==> src/rtl/ctrl_pkg.sv <==
// Shared definitions for the multicycle RV32I control unit.
// Holds the opcode constants, the FSM state type, the encodings of the
// datapath select fields (alu_op, pc_src, alu_a_src) and a legality helper
// used both by the FSM (on the live IR opcode in DECODE) and by the decoder
// (on the latched opcode).
package ctrl_pkg;

  // RV32I major opcodes (IR[6:0])
  localparam logic [6:0] OPC_R      = 7'b0110011;
  localparam logic [6:0] OPC_I      = 7'b0010011;
  localparam logic [6:0] OPC_LOAD   = 7'b0000011;
  localparam logic [6:0] OPC_STORE  = 7'b0100011;
  localparam logic [6:0] OPC_BRANCH = 7'b1100011;
  localparam logic [6:0] OPC_JAL    = 7'b1101111;
  localparam logic [6:0] OPC_JALR   = 7'b1100111;
  localparam logic [6:0] OPC_LUI    = 7'b0110111;
  localparam logic [6:0] OPC_AUIPC  = 7'b0010111;

  typedef enum logic [2:0] {
    FETCH  = 3'd0,
    DECODE = 3'd1,
    EXEC   = 3'd2,
    MEM    = 3'd3,
    WB     = 3'd4,
    TRAP   = 3'd5
  } state_t;

  // alu_op encodings
  localparam logic [1:0] ALU_ADD   = 2'b00;
  localparam logic [1:0] ALU_BR    = 2'b01;
  localparam logic [1:0] ALU_RTYPE = 2'b10;
  localparam logic [1:0] ALU_ITYPE = 2'b11;

  // pc_src encodings
  localparam logic [1:0] PC_PLUS4 = 2'b00;
  localparam logic [1:0] PC_IMM   = 2'b01;
  localparam logic [1:0] PC_REG   = 2'b10;

  // alu_a_src encodings
  localparam logic [1:0] A_RS1  = 2'b00;
  localparam logic [1:0] A_PC   = 2'b01;
  localparam logic [1:0] A_ZERO = 2'b10;

  // True when the opcode is one this control unit sequences. Upper-immediate
  // opcodes are legal only when the build supports them.
  function automatic logic opc_legal(input logic [6:0] opc, input logic support_upper);
    case (opc)
      OPC_R, OPC_I, OPC_LOAD, OPC_STORE,
      OPC_BRANCH, OPC_JAL, OPC_JALR:  opc_legal = 1'b1;
      OPC_LUI, OPC_AUIPC:             opc_legal = support_upper;
      default:                        opc_legal = 1'b0;
    endcase
  endfunction

endpackage

==> src/rtl/opcode_decode.sv <==
// Purely combinational opcode decoder.
// Maps the latched opcode to the per-opcode ALU select fields, the
// instruction-class flags used by the sequencer and the legal flag.
// Ports:
//   opc        in  7  latched opcode
//   legal      out 1  opcode is sequenced (otherwise a NOP or trap)
//   is_load / is_store / is_branch / is_jal / is_jalr  out 1  class flags
//   alu_src    out 1  0 rs2, 1 immediate
//   alu_a_src  out 2  00 rs1, 01 PC, 10 zero
//   alu_op     out 2  00 add, 01 branch compare, 10 R funct, 11 I funct
module opcode_decode
  import ctrl_pkg::*;
#(
  parameter bit SUPPORT_UPPER = 1'b1
) (
  input  logic [6:0] opc,
  output logic       legal,
  output logic       is_load,
  output logic       is_store,
  output logic       is_branch,
  output logic       is_jal,
  output logic       is_jalr,
  output logic       alu_src,
  output logic [1:0] alu_a_src,
  output logic [1:0] alu_op
);

  always_comb begin
    legal     = opc_legal(opc, SUPPORT_UPPER);
    is_load   = 1'b0;
    is_store  = 1'b0;
    is_branch = 1'b0;
    is_jal    = 1'b0;
    is_jalr   = 1'b0;
    alu_src   = 1'b0;
    alu_a_src = A_RS1;
    alu_op    = ALU_ADD;
    case (opc)
      OPC_R:      alu_op = ALU_RTYPE;
      OPC_I: begin
        alu_src = 1'b1;
        alu_op  = ALU_ITYPE;
      end
      OPC_LOAD: begin
        is_load = 1'b1;
        alu_src = 1'b1;
      end
      OPC_STORE: begin
        is_store = 1'b1;
        alu_src  = 1'b1;
      end
      OPC_BRANCH: begin
        is_branch = 1'b1;
        alu_op    = ALU_BR;
      end
      OPC_JAL: begin
        is_jal  = 1'b1;
        alu_src = 1'b1;
      end
      OPC_JALR: begin
        is_jalr = 1'b1;
        alu_src = 1'b1;
      end
      OPC_LUI: begin
        if (SUPPORT_UPPER) begin
          alu_src   = 1'b1;
          alu_a_src = A_ZERO;
        end
      end
      OPC_AUIPC: begin
        if (SUPPORT_UPPER) begin
          alu_src   = 1'b1;
          alu_a_src = A_PC;
        end
      end
      default: ;
    endcase
  end

endmodule

==> src/rtl/multicycle_control.sv <==
// Multicycle RV32I control sequencer: FETCH/DECODE/EXEC/MEM/WB plus TRAP.
// Outputs are combinational from the registered state and the opcode
// latched in DECODE (opc_q); every output is forced low while rst is high.
//
// Memory handshake: mem_req is held high for the whole FETCH or MEM phase;
// the access completes in the cycle where mem_req and mem_ready are both
// high, and the FSM advances on that edge. mem_we only qualifies mem_req.
//
// Ports:
//   clk, rst        clock, synchronous active-high reset
//   opcode          IR[6:0], valid from DECODE onward
//   branch_taken    ALU compare result, used in EXEC for branches
//   mem_ready       memory completes the current request this cycle
//   mem_req/mem_we  memory request / store qualifier
//   ir_wr, pc_wr    IR load and PC update enables
//   pc_src          00 PC+4, 01 PC+imm, 10 (rs1+imm)&~1
//   alu_src, alu_a_src, alu_op   ALU operand/operation selects
//   reg_wr, mem_to_reg, uncond_jump   writeback controls
//   illegal         high while trapped
//   instret         retired-instruction count (wraps)
module multicycle_control
  import ctrl_pkg::*;
#(
  parameter bit SUPPORT_UPPER   = 1'b1,
  parameter bit TRAP_ON_ILLEGAL = 1'b1,
  parameter int CNT_W           = 32
) (
  input  logic             clk,
  input  logic             rst,
  input  logic [6:0]       opcode,
  input  logic             branch_taken,
  input  logic             mem_ready,
  output logic             mem_req,
  output logic             mem_we,
  output logic             ir_wr,
  output logic             pc_wr,
  output logic [1:0]       pc_src,
  output logic             alu_src,
  output logic [1:0]       alu_a_src,
  output logic [1:0]       alu_op,
  output logic             reg_wr,
  output logic             mem_to_reg,
  output logic             uncond_jump,
  output logic             illegal,
  output logic [CNT_W-1:0] instret
);

  localparam logic [CNT_W-1:0] CNT_ONE = {{(CNT_W-1){1'b0}}, 1'b1};

  state_t     state;
  logic [6:0] opc_q;

  logic       d_legal;
  logic       d_load;
  logic       d_store;
  logic       d_branch;
  logic       d_jal;
  logic       d_jalr;
  logic       d_alu_src;
  logic [1:0] d_alu_a_src;
  logic [1:0] d_alu_op;

  opcode_decode #(
    .SUPPORT_UPPER(SUPPORT_UPPER)
  ) u_decode (
    .opc       (opc_q),
    .legal     (d_legal),
    .is_load   (d_load),
    .is_store  (d_store),
    .is_branch (d_branch),
    .is_jal    (d_jal),
    .is_jalr   (d_jalr),
    .alu_src   (d_alu_src),
    .alu_a_src (d_alu_a_src),
    .alu_op    (d_alu_op)
  );

  // Sequencer state, latched opcode and retire counter.
  always_ff @(posedge clk) begin
    if (rst) begin
      state   <= FETCH;
      opc_q   <= '0;
      instret <= '0;
    end else begin
      // Every instruction ends with exactly one pc_wr cycle, so that is the
      // retire event.
      if (pc_wr) instret <= instret + CNT_ONE;
      case (state)
        FETCH: if (mem_ready) state <= DECODE;
        DECODE: begin
          opc_q <= opcode;
          // Legality is judged on the live IR here; opc_q is not yet valid.
          if (opc_legal(opcode, SUPPORT_UPPER)) state <= EXEC;
          else if (TRAP_ON_ILLEGAL)             state <= TRAP;
          else                                  state <= WB;
        end
        EXEC: begin
          if (d_branch)               state <= FETCH;
          else if (d_load || d_store) state <= MEM;
          else                        state <= WB;
        end
        MEM: if (mem_ready) state <= d_store ? FETCH : WB;
        WB:      state <= FETCH;
        TRAP:    state <= TRAP;
        default: state <= FETCH;
      endcase
    end
  end

  // Datapath controls. ALU selects stay valid through MEM and WB so the
  // address / result path does not depend on when the datapath samples it.
  always_comb begin
    mem_req     = 1'b0;
    mem_we      = 1'b0;
    ir_wr       = 1'b0;
    pc_wr       = 1'b0;
    pc_src      = PC_PLUS4;
    alu_src     = 1'b0;
    alu_a_src   = A_RS1;
    alu_op      = ALU_ADD;
    reg_wr      = 1'b0;
    mem_to_reg  = 1'b0;
    uncond_jump = 1'b0;
    illegal     = 1'b0;
    if (!rst) begin
      case (state)
        FETCH: begin
          mem_req = 1'b1;
          ir_wr   = mem_ready;
        end
        DECODE: ;
        EXEC: begin
          alu_src   = d_alu_src;
          alu_a_src = d_alu_a_src;
          alu_op    = d_alu_op;
          if (d_branch) begin
            pc_wr  = 1'b1;
            pc_src = branch_taken ? PC_IMM : PC_PLUS4;
          end
        end
        MEM: begin
          mem_req   = 1'b1;
          mem_we    = d_store;
          alu_src   = d_alu_src;
          alu_a_src = d_alu_a_src;
          alu_op    = d_alu_op;
          if (mem_ready && d_store) pc_wr = 1'b1;
        end
        WB: begin
          pc_wr     = 1'b1;
          alu_src   = d_alu_src;
          alu_a_src = d_alu_a_src;
          alu_op    = d_alu_op;
          // An illegal opcode only reaches WB as a NOP: retire, write nothing.
          if (d_legal) begin
            reg_wr      = 1'b1;
            mem_to_reg  = d_load;
            uncond_jump = d_jal || d_jalr;
            if (d_jal)       pc_src = PC_IMM;
            else if (d_jalr) pc_src = PC_REG;
          end
        end
        TRAP:    illegal = 1'b1;
        default: ;
      endcase
    end
  end

endmodule

==> config.mk <==
export PLATFORM = sky130hd
export DESIGN_NAME = multicycle_control
export DESIGN_NICKNAME = d
export VERILOG_FILES = /design/src/rtl/ctrl_pkg.sv /design/src/rtl/opcode_decode.sv /design/src/rtl/multicycle_control.sv
export SDC_FILE = /design/constraint.sdc
export NUM_CORES = 1
export LEC_CHECK = 0
export BUFFER_PORTS_ARGS = -buffer_cell sky130_fd_sc_hd__buf_2
export CAP_MARGIN = 20
export CORE_ASPECT_RATIO = 0.75
export CORE_MARGIN = 1
export CORE_UTILIZATION = 45
export DETAILED_ROUTE_END_ITERATION = 12
export PLACE_DENSITY = 0.74
export RECOVER_POWER = 25
export SYNTH_ARGS = -nofsm -noshare
export SYNTH_HDL_FRONTEND = slang
export SYNTH_SLANG_ARGS = --single-unit
==> constraint.sdc <==
create_clock -name clk -period 2.3 [get_ports clk]
set_input_delay 0.23 -clock clk [delete_from_list [all_inputs] [get_ports clk]]
set_output_delay 0.23 -clock clk [all_outputs]
set_load 0.01 [all_outputs]
==> results.json, run 1 <==
{
  "initial_core_util_pct": 47.7,
  "outcome": "finished, final reports clean",
  "via_per_inst": 5.82,
  "cts.sinks": 42,
  "cp.required_ps": 2480,
  "synth_top_area_share_pct": 32.2,
  "dp_slack_ps": -59.5,
  "ys_seq_elements": 42,
  "cp-end-kind": "flip-flop",
  "clk_pin_slew_worst_paths_ps": 80,
  "drc_errors": 0,
  "placed_cells": 453,
  "routed_wl_mm": 7.09,
  "hp-class": "in -> reg",
  "hold_viol": 0,
  "max_cap_viol_count": 0,
  "fin_skew_ps": 9.98,
  "rsz0062_at_grt": "true",
  "tns_ps": 0,
  "cts_tree": "yes",
  "antenna_cells": 0,
  "worst-path-buf-inv": 1,
  "syn-cell-area_mm2": 0.00261,
  "hp-start": "opcode[0]",
  "core_area_mm2": 0.00547,
  "cts-root-buf": "clkbuf_8",
  "synthTopCellsByArea": "dfxtp_1 (32%), mux2_2 (6.0%), nor2_1 (5.5%), nor2b_1 (4.3%), mux2i_1 (3.5%)",
  "die_area_mm2": 0.00611,
  "ys_seq_area_share_pct": 32.2,
  "synth_cell_type_count": 53,
  "syn_inst": 315,
  "hpwl_mm": 4.97,
  "worst_pin_slew_ps": 712,
  "fmax_ghz": 0.445,
  "ir_drop_mv": 0.304,
  "vias": 2700,
  "grt.overflow.total": 0,
  "gp_congestion": 0.847,
  "grt_max_degree": 40,
  "ant_nets": 0,
  "worstPathArrival_ps": 2430,
  "synth.avg_cell_area_um2": 8.28,
  "path_class": "reg -> reg",
  "die_x_um": 89.9,
  "fill_cells": 490,
  "yosysTopAreaCell": "dfxtp_1",
  "hold_depth": 3,
  "cp_cell_sequence": "nand4bb_4, o41a_1, or2_4, buf_4, a211oi_1, mux2_2",
  "period_share_pct": 97.7,
  "ys_warn_count": 0,
  "relSlewSlack_pct": 52.4,
  "synth-edff-count": 0,
  "maxSlewViolCount": 0,
  "groute.usage.overall_pct": 22.4,
  "slowest_delay_ps": 410,
  "cts_htree_levels": 2,
  "grt_pass1_vias": 2334,
  "multi_input_area_mm2": 0.00170,
  "clockBufferDepth": 2,
  "startpoint": "opc_q[3]",
  "reg2reg_from": "opc_q[3]",
  "power_leakage_nw": 1.32,
  "postLayoutCoreUtil_pct": 60.2,
  "async_flop_share_pct": 0,
  "insertion_delay_ps": 300,
  "critical-path-top-delay-family": "compound AO/OA/AOI/OAI gates",
  "synthFlopType": "dfxtp_1",
  "routedWlPerCell_um": 15.3,
  "io_buffers": 57,
  "setup_violations": 0,
  "drive_above_1_share_pct": 33.7,
  "setup_slack_ps": 53.0,
  "fin_nets": 400,
  "layoutNonFillerInstCount": 464,
  "slowest_stage": "o41a_1",
  "rr_worst_depth": 6,
  "synth_fp_nets": 327,
  "drtIter0Drc": 207,
  "numCtsBuffers": 5,
  "fin_crit_ps": 2250,
  "crit_fanout": 7,
  "regToRegSetupSlack_ps": 50,
  "area_growth_pct": 26.2,
  "grt_pass1_wl_mm": 11.0,
  "finalPower_w": 0.00163,
  "antenna_found_initial": 0,
  "power_density_mw_per_mm2": 494,
  "row_count": 23,
  "firstDrtPassIters": 5,
  "min_to": "opc_q[0]",
  "regArea_um2": 848,
  "die_y_um": 67.9,
  "worst_setup_path_start_kind": "flip-flop",
  "rr_endpoint": "instret[27]",
  "pin_count": 58
}
cell usage after synthesis, types with 2 or more instances:
library cell and n:
inv_1 13, buf_6 2, o21ai_0 12, nand3_1 13
and3_1 3, xnor2_1 2, nor4_1 8, or4_1 4
or3_1 8, a2111oi_2 5, o311ai_0 2, nor2_1 38
nand4_1 10, o31ai_1 4, clkbuf_1 10, nor3_1 8
mux2_2 14, nand2b_1 5, dfxtp_1 42, o41ai_1 3
o211ai_1 2, or2_2 2, mux2i_1 9, a21oi_1 14
o21a_1 2, nor2b_1 18, buf_2 2, nand2_1 22
buf_4 3, buf_1 3, a211oi_1 9, nand3b_1 2
repair_timing:
action                     CTS  global route
gates cloned                 0             1
pin swaps                    0             4
hold buffers                 0             0
resized for setup            3            15
setup buffers                0             2
setup endpoints to repair   10            25
state kept, by name (all words and copies together), names as in the netlist:
register and count:
state 3, opc_q 7, instret 32
routing by layer:
| metal | GRT usage (%) | wire [µm] | vias to the layer above |
|---|---|---|---|
| met5 | 0 | 0 | - |
| li1 | - | - | 1302 |
| met4 | 6.05 | 78 | 0 |
| met2 | 36.9 | 3230 | 96 |
| met3 | 4.11 | 391 | 11 |
| met1 | 30.7 | 3390 | 1291 |
worst min-delay path, delay by kind of cell:
| kind | cells | cell delay, ps |
|---|---|---|
| muxes | 1 | 60 |
| buffers and inverters | 1 | 90 |
| and+or+nand+nor | 1 | 80 |
cell usage in the layout (no fill, tap or decap), types with 3 or more instances in the layout:
| cell type | synthesis | layout |
|---|---|---|
| and3_1 | 3 | 3 |
| nor4_2 | 0 | 3 |
| a2111oi_2 | 5 | 5 |
| inv_1 | 13 | 13 |
| nor4_1 | 8 | 4 |
| o31ai_1 | 4 | 4 |
| mux2i_1 | 9 | 9 |
| nor3_1 | 8 | 8 |
| clkbuf_8 | 0 | 8 |
| nor2b_1 | 18 | 18 |
| nand2_1 | 22 | 22 |
| or3_1 | 8 | 8 |
| buf_2 | 2 | 52 |
| nor2_1 | 38 | 38 |
| or4_1 | 4 | 4 |
| o41ai_1 | 3 | 3 |
| o21ai_0 | 12 | 12 |
| buf_4 | 3 | 27 |
| a211oi_1 | 9 | 9 |
| dfxtp_1 | 42 | 36 |
| mux2_2 | 14 | 14 |
| dfxtp_2 | 0 | 6 |
| a21oi_1 | 14 | 14 |
| nand2b_1 | 5 | 4 |
| nand3_1 | 13 | 13 |
| nand4_1 | 10 | 10 |
| clkbuf_1 | 10 | 5 |
worst max-delay path by stage:
stage / to / slack, ps / cells past startpoint
4_1_cts: mem_to_reg / 1 / 5
2_1_floorplan: instret[23] / 20 / 6
3_5_place_dp: instret[8] / -60 / 6
6_report: instret[27] / 50 / 6
5_1_grt: instret[19] / -20 / 6
3_3_place_gp: instret[21] / 70 / 6
area by class of cell:
cell class | instances | area share, %
Clock buffer | 8 | 3.35
Inverter | 13 | 1.48
Multi-Input combinational cell | 241 | 51.6
Sequential cell | 42 | 25.8
Tap cell | 75 | 2.85
Timing Repair Buffer | 85 | 15.0
power breakdown:
part / total [W] / leakage [nW] / internal, W / switching, W
Clock: 0.000562 / 0.0575 / 0.000303 / 0.000259
Combinational: 0.000285 / 0.921 / 0.000126 / 0.000158
Sequential: 0.000779 / 0.342 / 0.000752 / 0.0000272
metrics by stage:
step           hold slack (ps)  cell area (µm²)
2_1_floorplan              377             2610
3_3_place_gp               480             3080
3_5_place_dp               467             3080
4_1_cts                    191             3210
5_1_grt                    217             3290
6_report                   196             3290
logic make-up (layout without fill, tap and decap cells):
| kind of cell | after synthesis | count (layout) | synth area share (%) |
|---|---|---|---|
| compound gates | 62 | 62 | 18.4 |
| xor+xnor | 2 | 2 | 0.672 |
| fa+ha+maj | 2 | 2 | 0.864 |
| buf+inv | 33 | 106 | 5.85 |
| flops | 42 | 42 | 32.2 |
| mux | 24 | 24 | 9.93 |
| simple gates | 150 | 151 | 32.0 |
Note: power is estimated with default switching activity, not from simulation.
==> inputs of run 2 (changes only) <==
- PLACE_DENSITY: 0.74 -> 0.71
- clock period: 2.3 -> 2.2 ns (I/O delays scaled with it)
==> run 2 against run 1 <==
  * The run now ends with negative setup slack left
  * Hold slack got worse by 13 ps
  * Maximum frequency grew 1.3%
  * Worst setup slack worse by 70 ps
  * Clock skew decreased by 4.0 ps
  * Cell count is 4.5% higher
  * Wire length up 6.7%
==> results.json, run 2 (synthesis results as in run 1) <==
{
  "outcome": "finished with violations",
  "violations": "negative setup slack",
  "relSlewSlack_pct": 66.0,
  "setup_slack_ps": -17.4,
  "p_clk_share_pct": 33.7,
  "fmax_ghz": 0.451,
  "die_x_um": 89.9,
  "layout_commonest_cell": "buf_4",
  "antenna_found_initial": 0,
  "p_sw_w": 0.000482,
  "grt.overflow.total": 0,
  "cp_cell_sequence": "nand4bb_4, o41a_1, or2_4, buf_6, a2111oi_4, mux2_1",
  "routed_wl_mm": 7.57,
  "drc_errors": 0,
  "postLayoutCoreUtil_pct": 66.4,
  "final_cell_area_mm2": 0.00363,
  "hp-class": "in -> reg",
  "reg_top3": "instret x32, opc_q x7, state x3",
  "dp_slack_ps": -142,
  "area_growth_pct": 39.2,
  "numCtsBuffers": 5,
  "placed_cells": 467,
  "rr_endpoint": "instret[23]",
  "io_buffers": 57,
  "multi_input_area_mm2": 0.00185,
  "layout_common_cells": "buf_4 (42), buf_2 (39), nor2_1 (36)",
  "cts_hold_buffers": 0,
  "layoutNonFillerInstCount": 485,
  "cp-end-kind": "flip-flop",
  "slowest_stage": "o41a_1",
  "worst_setup_path_start_kind": "flip-flop",
  "max_cap_viol_count": 0,
  "comb_power_share_pct": 20.0,
  "drive_above_1_share_pct": 36.6,
  "core_area_mm2": 0.00547,
  "largest_register_ff_count": 32,
  "hold_viol": 0,
  "crit_fanout": 5,
  "place_area_mm2": 0.00319,
  "slowest_delay_ps": 400,
  "rsz0062_at_grt": "true",
  "fin_nets": 421,
  "seq_power_share_pct": 46.4,
  "cp.required_ps": 2390,
  "cts.sinks": 42,
  "grt_pass1_wl_mm": 11.3,
  "cts_htree_levels": 2,
  "clk_pin_slew_worst_paths_ps": 80,
  "initial_core_util_pct": 47.7,
  "hpwl_mm": 5.29,
  "top_register": "instret",
  "antenna_cells": 0,
  "clockBufferDepth": 2,
  "worstPathArrival_ps": 2410,
  "fin_crit_ps": 2220,
  "grt_max_degree": 26,
  "internal-power_w": 0.00127,
  "vias": 2825,
  "maxSlewViolCount": 0,
  "regArea_um2": 858,
  "groute.usage.overall_pct": 23.2,
  "power_leakage_nw": 1.38,
  "die_y_um": 67.9,
  "switching_share_pct": 27.5,
  "gp_congestion": 0.889,
  "row_count": 23,
  "pin_count": 58,
  "reg2reg_from": "opc_q[2]",
  "routedWlPerCell_um": 15.6,
  "die_area_mm2": 0.00611,
  "insertion_delay_ps": 300,
  "rr_worst_depth": 6,
  "regToRegSetupSlack_ps": -20,
  "via_per_inst": 5.82,
  "fin_skew_ps": 6.00,
  "ir_drop_mv": 0.249,
  "worst_pin_slew_ps": 508,
  "power_density_mw_per_mm2": 483,
  "period_share_pct": 101,
  "cts-root-buf": "clkbuf_8",
  "drtIter0Drc": 170,
  "grt_pass1_vias": 2376,
  "cp-endpoint": "instret[23]",
  "setup_violations": 1,
  "ant_nets": 0,
  "firstDrtPassIters": 4,
  "path_class": "reg -> reg",
  "startpoint": "opc_q[2]",
  "cts_tree": "yes",
  "fill_cells": 450
}
==> run 2: per-stage QoR <==
stage               TNS, ps  hold slack [ps]  total power [W]
floorplan             -28.3              367          0.00101
global placement      -99.2              482          0.00112
detailed placement     -372              495          0.00113
CTS                   -94.1              184          0.00172
global route           -541              196          0.00183
finish                -17.4              184          0.00175
==> run 2: cell type report <==
type / count / area share [%]
inverter: 13 / 1.34
tap: 75 / 2.59
sequential: 42 / 23.7
timing repair buffer: 106 / 18.4
multi-input combinational: 241 / 51.0
clock buffer: 8 / 3.03
==> run 2: metal layers <==
metal | global-route usage [%] | vias to the layer above | share of wire, %
li1 | - | 1340 | -
met1 | 32.1 | 1374 | 47
met5 | 0 | - | 0
met2 | 37.4 | 94 | 45
met3 | 4.33 | 17 | 6.1
met4 | 6.85 | 0 | 2.0
==> run 2: worst min-delay path by stage <==
stage | start | endpoint | slack [ps] | cells after the start
3_3_place_gp | opcode[0] | opc_q[0] | 480 | 3
2_1_floorplan | opcode[0] | opc_q[0] | 370 | 2
3_5_place_dp | opcode[1] | opc_q[1] | 500 | 3
5_1_grt | opcode[3] | opc_q[3] | 200 | 3
6_report | opcode[0] | opc_q[0] | 180 | 3
4_1_cts | opcode[0] | opc_q[0] | 180 | 3
==> run 2: power groups by stage <==
stage	logic [W]	clock network [W]	registers [W]
2_1_floorplan	0.000192	0	0.000823
3_3_place_gp	0.000297	0	0.000828
3_5_place_dp	0.000303	0	0.000829
4_1_cts	0.000306	0.000603	0.000813
5_1_grt	0.000377	0.000632	0.000816
6_report	0.000350	0.000590	0.000813
==> run 2: what timing repair did <==
action	CTS	global route
buffers inserted	3	6
pin swaps	1	17
cloned	0	1
gates resized for setup	5	51
endpoints found under the setup margin	14	27
==> run 2: critical path: cells and delay by family (launching register included) <==
| kind | cells | cell delay (ps) |
|---|---|---|
| AO/OA/AOI/OAI | 2 | 770 |
| AND/OR/NAND/NOR | 2 | 500 |
| multiplexers | 1 | 350 |
| flip-flops | 1 | 330 |
| buffers and inverters | 1 | 150 |
